$ cat config.mk
export PLATFORM = sky130hd
export DESIGN_NAME = vec_issue_sequencer
export DESIGN_NICKNAME = d
export VERILOG_FILES = /design/src/rtl/vec_issue_sequencer.sv
export SDC_FILE = /design/constraint.sdc
export NUM_CORES = 1
export LEC_CHECK = 0
export CORE_ASPECT_RATIO = 0.5
export CORE_MARGIN = 10
export CORE_UTILIZATION = 46
export CTS_CLUSTER_SIZE = 30
export DETAILED_ROUTE_END_ITERATION = 8
export PLACE_DENSITY = 0.8
export SLEW_MARGIN = 5
export SYNTH_ARGS = -nofsm -noshare
export SYNTH_HDL_FRONTEND = slang
export SYNTH_SLANG_ARGS = --single-unit
$ cat constraint.sdc
create_clock -name clk -period 3 [get_ports clk]
set_clock_uncertainty 0.15 [all_clocks]
set_input_delay 0.6 -clock clk [delete_from_list [all_inputs] [get_ports clk]]
set_output_delay 0.6 -clock clk [all_outputs]
set_load 0.01 [all_outputs]
$ cat src/rtl/vec_issue_sequencer.sv
// Vector issue sequencer: accepts one decoded vector instruction at a time
// and steps it through config, per-element ALU or memory element phases.
module vec_issue_sequencer #(
   parameter int VLEN = 128
) (
   input  logic       clk,
   input  logic       rstn,
   input  logic       in_valid,
   output logic       in_ready,
   input  logic [2:0] in_alu_op,
   input  logic [4:0] in_vs1,
   input  logic [4:0] in_vs2,
   input  logic [4:0] in_vd,
   input  logic       in_is_alu,
   input  logic       in_is_ldst,
   input  logic       in_is_vlen,
   input  logic [2:0] in_vsew,
   input  logic [7:0] in_avl,
   output logic       rf_rd_en,
   output logic [4:0] rf_rd_addr1,
   output logic [4:0] rf_rd_addr2,
   output logic [3:0] rf_elem,
   output logic       alu_valid,
   output logic [2:0] alu_op,
   output logic       rf_wr_en,
   output logic [4:0] rf_wr_addr,
   output logic       mem_req_valid,
   input  logic       mem_req_ready,
   output logic [4:0] vl,
   output logic [2:0] vsew_cfg,
   output logic       vill,
   output logic       busy,
   output logic       done,
   output logic       err
);

   localparam int MAXE = VLEN / 8;

   typedef enum logic [2:0] {
      IDLE, CFG, RD, EX, WR, MEM, DONE
   } state_t;

   state_t     state, nxt;
   logic [3:0] idx, idx_nxt;
   logic [2:0] op_q, vsew_q;
   logic [4:0] vs1_q, vs2_q, vd_q;
   logic [7:0] avl_q;
   logic       alu_q, ldst_q, vlen_q;
   logic       accept, last, run_ok;
   logic [4:0] vlmax, vl_cfg;

   assign accept = in_valid && (state == IDLE);
   assign last   = ({1'b0, idx} == (vl - 5'd1));
   assign run_ok = !vill && (vl != 5'd0);

   assign vlmax  = 5'(MAXE >> vsew_q[1:0]);
   assign vl_cfg = (avl_q < {3'b000, vlmax}) ? avl_q[4:0] : vlmax;

   always_comb begin
      nxt     = state;
      idx_nxt = idx;
      case (state)
         IDLE: begin
            if (accept) begin
               idx_nxt = 4'd0;
               if (in_is_vlen)      nxt = CFG;
               else if (in_is_alu)  nxt = run_ok ? RD : DONE;
               else if (in_is_ldst) nxt = run_ok ? MEM : DONE;
               else                 nxt = DONE;
            end
         end
         CFG: nxt = DONE;
         RD:  nxt = EX;
         EX:  nxt = WR;
         WR: begin
            if (last) begin
               nxt = DONE;
            end else begin
               nxt     = RD;
               idx_nxt = idx + 4'd1;
            end
         end
         MEM: begin
            if (mem_req_ready) begin
               if (last) nxt = DONE;
               else      idx_nxt = idx + 4'd1;
            end
         end
         DONE:    nxt = IDLE;
         default: nxt = IDLE;
      endcase
   end

   always_ff @(posedge clk or negedge rstn) begin
      if (!rstn) begin
         state    <= IDLE;
         idx      <= 4'd0;
         vl       <= 5'd0;
         vsew_cfg <= 3'd0;
         vill     <= 1'b1;
         op_q     <= 3'd0;
         vsew_q   <= 3'd0;
         vs1_q    <= 5'd0;
         vs2_q    <= 5'd0;
         vd_q     <= 5'd0;
         avl_q    <= 8'd0;
         alu_q    <= 1'b0;
         ldst_q   <= 1'b0;
         vlen_q   <= 1'b0;
      end else begin
         state <= nxt;
         idx   <= idx_nxt;
         if (accept) begin
            op_q   <= in_alu_op;
            vsew_q <= in_vsew;
            vs1_q  <= in_vs1;
            vs2_q  <= in_vs2;
            vd_q   <= in_vd;
            avl_q  <= in_avl;
            alu_q  <= in_is_alu;
            ldst_q <= in_is_ldst;
            vlen_q <= in_is_vlen;
         end
         // Illegal SEW codes have bit 2 set
         if (state == CFG) begin
            if (vsew_q[2]) begin
               vill     <= 1'b1;
               vl       <= 5'd0;
               vsew_cfg <= 3'd0;
            end else begin
               vill     <= 1'b0;
               vl       <= vl_cfg;
               vsew_cfg <= vsew_q;
            end
         end
      end
   end

   assign in_ready      = (state == IDLE);
   assign busy          = (state != IDLE);
   assign rf_rd_en      = (state == RD);
   assign alu_valid     = (state == EX);
   assign rf_wr_en      = (state == WR);
   assign mem_req_valid = (state == MEM);
   assign done          = (state == DONE);
   assign err           = done && vill && (vlen_q || alu_q || ldst_q);
   assign rf_elem       = idx;
   assign rf_rd_addr1   = vs1_q;
   assign rf_rd_addr2   = vs2_q;
   assign rf_wr_addr    = vd_q;
   assign alu_op        = op_q;

endmodule

# Word level (Yosys, flattened, before mapping)

Cells that the tools add are included.

Output and inout port bits: 39
Bits in writable memories: 0
Register bits: 48
Latch bits: 0
Word-level logic and storage cells: 59
Memory bits (read-only): 0
Memories kept: 0

Order comparisons: 1
Muxes and demuxes: 18
Bitwise logic cells: 0
Shift-type cells: 1
$add $sub $neg: 2
Eq/ne operators: 10
Reduce and logical (&&, ||, !) cells: 13
Div/mod/pow operators: 0
Multipliers: 0

Operators by type and width:

| kind                  | number |
|---|---|
| $mux W3               | 7 |
| $pmux W3 S6           | 1 |
| $mux W4               | 3 |
| $pmux W4 S3           | 1 |
| $mux W5               | 2 |
| $eq A3 B3 Y1 const B  | 3 |
| $lt A8 B5 Y1          | 1 |
| $eq A3 B2 Y1 const B  | 2 |
| $mux W2               | 3 |
| $ne A2 B1 Y1 const B  | 3 |
| $reduce_and A3 Y1     | 2 |
| $reduce_bool A3 Y1    | 2 |
| $eq A4 B5 Y1          | 1 |
| $reduce_bool A5 Y1    | 1 |
| $shr A5 B2 Y5 const A | 1 |
| $sub A5 B1 Y5 const B | 1 |
| $add A4 B1 Y4 const B | 1 |
| $logic_and A1 B1 Y1   | 4 |
| $eq A3 B1 Y1 const B  | 1 |
| $logic_not A3 Y1      | 1 |
| $logic_or A1 B1 Y1    | 2 |
| $logic_not A1 Y1      | 1 |
| $mux W1               | 1 |

# Longest topological paths before layout

Depth after elaboration: 8
Depth in mapped cells: 8

# Worst setup path after synthesis

OpenSTA, ideal clock, no wires.

Kind: flip-flop to flip-flop
From: reg vsew_q[0]
To: reg vl[3]
Required time: 2.774 ns
Arrival: 2.042 ns
Setup slack: 0.732 ns
Buffers on the path: 0
Cell stages (with the launch flop): 9
Setup time: 0.076 ns
Path through: dfrtp_1 nor2_1 inv_1 ha_1 or4_1 or2_1 o22ai_2 mux2_1 o21ai_1

Cells in the longest elaborated chain, start to end: 4

RTL lines:

| element                | RTL line | text |
|---|---|---|
| from (decl)            | 45       | `logic [2:0] op_q, vsew_q;` |
| from (signal assigned) | 115      | `vsew_q <= in_vsew;` |
| $shr A5 B2 Y5 *        | 56       | `assign vlmax = 5'(MAXE >> vsew_q[1:0]);` |
| $lt A8 B5 Y1           | 57       | `assign vl_cfg = (avl_q < {3'b000, vlmax}) ? avl_q[4:0] : vlmax;` |
| $mux W5 *              | 57       |  |
| $mux W5 *              | 126      | `if (vsew_q[2]) begin` |
| to (signal assigned)   | 132      | `vl <= vl_cfg;` |
| to (decl)              | 29       | `output logic [4:0] vl,` |

Every way passes the cells marked *; elsewhere a longest branch is shown, timed or not.
A chain may end at the register's enable or synchronous reset.

# Worst setup path after layout

From: reg state[0]
To: out in_ready

Cells in the longest elaborated chain, start to end: 1

RTL lines:

| element                | RTL line | text |
|---|---|---|
| from (decl)            | 43       | `state_t state, nxt;` |
| from (signal assigned) | 111      | `state <= nxt;` |
| $logic_not A3 Y1       | 139      | `assign in_ready = (state == IDLE);` |
| to (decl)              | 9        | `output logic in_ready,` |

Every way passes these cells.

==> impl_results.md <==
* Reg2Reg Setup Slack at 460 ps
* CP Depth at 3
* Arrival time worst endpoint at 1900 ps
* Layout cell share with drive strength beyond 1 at 6.587%
* Number of global-route vias before repair at 2048
* Post-CTS setup buffer count at 0
* CTS Buf Count at 5
* First-pass iteration count of the detailed router at 4
* Synthesized area per cell at 8.763 µm²
* Slowest-stage cell, CP: clkdlybuf4s50_1
* Initial antenna violation count at 0
* Number of H-tree levels at 2
* Synth warnings at 0
* Die area at 0.008413 mm²
* Max Cap Violations at 0
* Crit. Startpoint: state[0]
* Worst R2R Start: vsew_q[0]
* Detailed Place HPWL at 4595 µm
* Clock-pin transition on the worst setup and hold timing paths at 90 ps
* Most frequent cells in the layout: nand2_1, clkdlybuf4s50_1, dfrtp_1
* Area growth, synth to finish at 38.54%
* Synth Instances at 263
* DRC at 0
* Worst setup endpoint: in_ready
* Power, Total at 3.125 mW
* #FFs+latches synth at 47
* Reg2reg end: vl[3]
* Mux cell area share after synthesis at 3.420%
* Largest stage delay, worst path at 550 ps
* Worst-Skew Late Latency at 290 ps
* Max Fclk at 377.1 MHz
* VDD IR-drop max at 0.3863 mV
* Buffers & Inverters on Critical Path at 2
* GRT Residual Overflow at 0
* Compound-Gate Fraction of Synth Area at 9.121%
* RSZ-0062 raised after global routing: no
* # clock sinks at 47
* Post-synthesis adder-cell area fraction at 2.714%
* Seq/Total Area, Yosys at 51.09%
* FP Rows at 18
* I/O pin cnt at 75
* Commonest non-fill, non-tap cell in the layout: nand2_1
* Fin crit share at 88.39%
* # nets final at 375
* Mapped Area at 0.002305 mm²
* Worst setup EP type: output port
* Post-Synth XOR/XNOR Area at 1.900%
* Core Area at 0.004887 mm²
* DR vias/cell at 4.985
* Setup Viol. Count Final at 0
* Min-delay worst type: in2async
* CP delay by family, top: buffers and inverters
* Final wirelength at 6056 µm
* # hold bufs at CTS at 0
* Post-synthesis simple-gate area fraction at 27.63%
* Power Dens Cells at 978.8 mW/mm²
* Longest Clk Path Bufs at 2
* DRT iter0 DRCs at 104
* Largest net degree at the start of global routing at 36
* Crit path required time at 2250 ps
* Crit path cell chain: or3_1 > inv_1 > clkdlybuf4s50_1
* Inserted Diodes at 0
* Die width at 120.1 µm
* Syn_nets at 304
* Yosys cell types at 45
* Critical Path Source Type: register
* Routed via count at 2014
* Pleak at 1.492 nW
* Status: finished clean
* PortBufs at 73
* CTS Root Cell: clkbuf_8
* Worst r2r path cells at 8
* Worst slew margin at 65.75%
* Crit path kind: reg2out
* Final slew viol count at 0
* Largest family of logic cells by synthesized area: simple AND/OR/NAND/NOR gates
* Global-route wire length before repair at 10010 µm
* Post-CTS sizing at 0
* Initial Utilization at 47.16%
* Worst-Margin Slew at 513.7 ps
* TritonCTS clock tree: built
* Worst Path Max Fanout at 10
* ANT nets after route at 0
* GPL Wtd Cong at 0.8068
* Overall die height at 70.05 µm
* Min cycle time layout at 2652 ps
* Fin Setup TNS at 0 ps
* GR Util All Layers at 14.29%
* Routed len/inst at 14.99 µm
* Final Hold Vio Count at 0
## flip-flops by register name, summed over array words and instances (netlist names)
| signal | cells |
|---|---|
| vsew_q | 3 |
| rf_elem | 4 |
| rf_wr_addr | 5 |
| avl_q | 8 |
| ldst_q | 1 |
| vlen_q | 1 |
| alu_op | 3 |
| alu_q | 1 |
| state | 3 |
| vsew_cfg | 2 |
| vl | 5 |
| rf_rd_addr2 | 5 |
| vill | 1 |
| rf_rd_addr1 | 5 |
## how the worst min path moves through the flow
stage / end / cells after the start
after floorplan: alu_op[0] / 0
after global placement: rf_rd_addr2[4] / 2
after detailed placement: rf_wr_addr[4] / 2
after CTS: rf_wr_addr[3] / 1
after global routing: rf_wr_addr[4] / 1
final: avl_q[1] / 1
## layout make-up
| cell class | count | area (µm²) |
|---|---|---|
| Clock buffer | 5 | 68.82 |
| Clock inverter | 2 | 37.54 |
| Fill cell | 387 | 1694 |
| Inverter | 10 | 37.54 |
| Multi-Input combinational cell | 194 | 1036 |
| Sequential cell | 47 | 1177 |
| Tap cell | 70 | 87.58 |
| Timing Repair Buffer | 76 | 748.2 |
## metal layers
layer | wire length [µm] | track usage, % | vias to the layer above
met3 | 375 | 4.090 | 6
met4 | 77 | 3.723 | 0
met2 | 3150 | 25.67 | 57
met5 | 0 | 0 | -
li1 | - | - | 984
met1 | 2453 | 16.28 | 967
## cells in the mapped netlist
| master | instances | share of area, % |
|---|---|---|
| buf_2 | 4 | 0.87 |
| nand2b_1 | 6 | 1.6 |
| mux2i_1 | 3 | 1.3 |
| mux2_1 | 2 | 0.98 |
| a211oi_2 | 1 | 0.54 |
| nor2b_1 | 2 | 0.54 |
| o2111a_1 | 1 | 0.49 |
| nand2_1 | 106 | 17 |
| nand3_1 | 1 | 0.22 |
| or3b_2 | 1 | 0.38 |
| o21ai_1 | 7 | 1.5 |
| clkbuf_1 | 7 | 1.1 |
| nor3_1 | 3 | 0.65 |
| a21o_1 | 1 | 0.33 |
| and2_1 | 3 | 0.81 |
| ha_1 | 5 | 2.7 |
| or2_1 | 1 | 0.27 |
| o211ai_1 | 1 | 0.33 |
| nand3b_1 | 2 | 0.65 |
| inv_1 | 10 | 1.6 |
| or3b_4 | 1 | 0.49 |
| or2_2 | 1 | 0.27 |
| dfstp_2 | 1 | 1.1 |
| nor2b_2 | 1 | 0.38 |
| nor2_1 | 10 | 1.6 |
| a21oi_1 | 7 | 1.5 |
| and3b_1 | 1 | 0.38 |
| o21ai_0 | 6 | 1.3 |
| o21bai_1 | 1 | 0.33 |
| a211oi_4 | 1 | 0.87 |
| nand4b_1 | 1 | 0.38 |
| o22ai_2 | 1 | 0.54 |
| conb_1 | 1 | 0.16 |
| mux2_4 | 1 | 0.65 |
| o211a_1 | 1 | 0.43 |
| o32a_2 | 1 | 0.49 |
| o311a_1 | 1 | 0.43 |
| or3_1 | 4 | 1.1 |
| nand4_1 | 1 | 0.27 |
| or4_1 | 1 | 0.33 |
| buf_4 | 1 | 0.33 |
| xnor2_1 | 2 | 0.76 |
| mux2_2 | 1 | 0.49 |
| xor2_1 | 3 | 1.1 |
| dfrtp_1 | 46 | 50 |
## power by group
part | internal, mW | total (mW) | leakage, nW | switching, mW
clock network | 0.244 | 0.457 | 0.0502 | 0.213
registers | 0.906 | 1.15 | 0.596 | 0.240
logic | 0.770 | 1.52 | 0.846 | 0.752
total | 1.92 | 3.13 | 1.49 | 1.20
## per-stage QoR
step           worst slack (ps)  cells  hold slack (ps)  cell area, µm²  util, %
2_1_floorplan             731.8    263            154.4            2305        -
3_3_place_gp              684.5    397            307.3            3087    63.16
3_5_place_dp              520.4    397            311.6            3087    63.16
4_1_cts                   351.7    404            131.5            3193    65.34
5_1_grt                   259.3    404            143.8            3193    65.34
6_report                  348.3    404            118.3            3193    65.34
## logic make-up (layout without fill, tap and decap cells)
kind of cell             after synthesis  count (layout)
AO/OA/AOI/OAI                         30              30
XOR/XNOR                               5               5
adder cells (fa/ha/maj)                5               5
buffers and inverters                 22              93
flip-flops                            47              47
multiplexers                           7               7
other                                  1               1
AND/OR/NAND/NOR                      146             146
No activity file was read; power rests on OpenSTA's default activity.
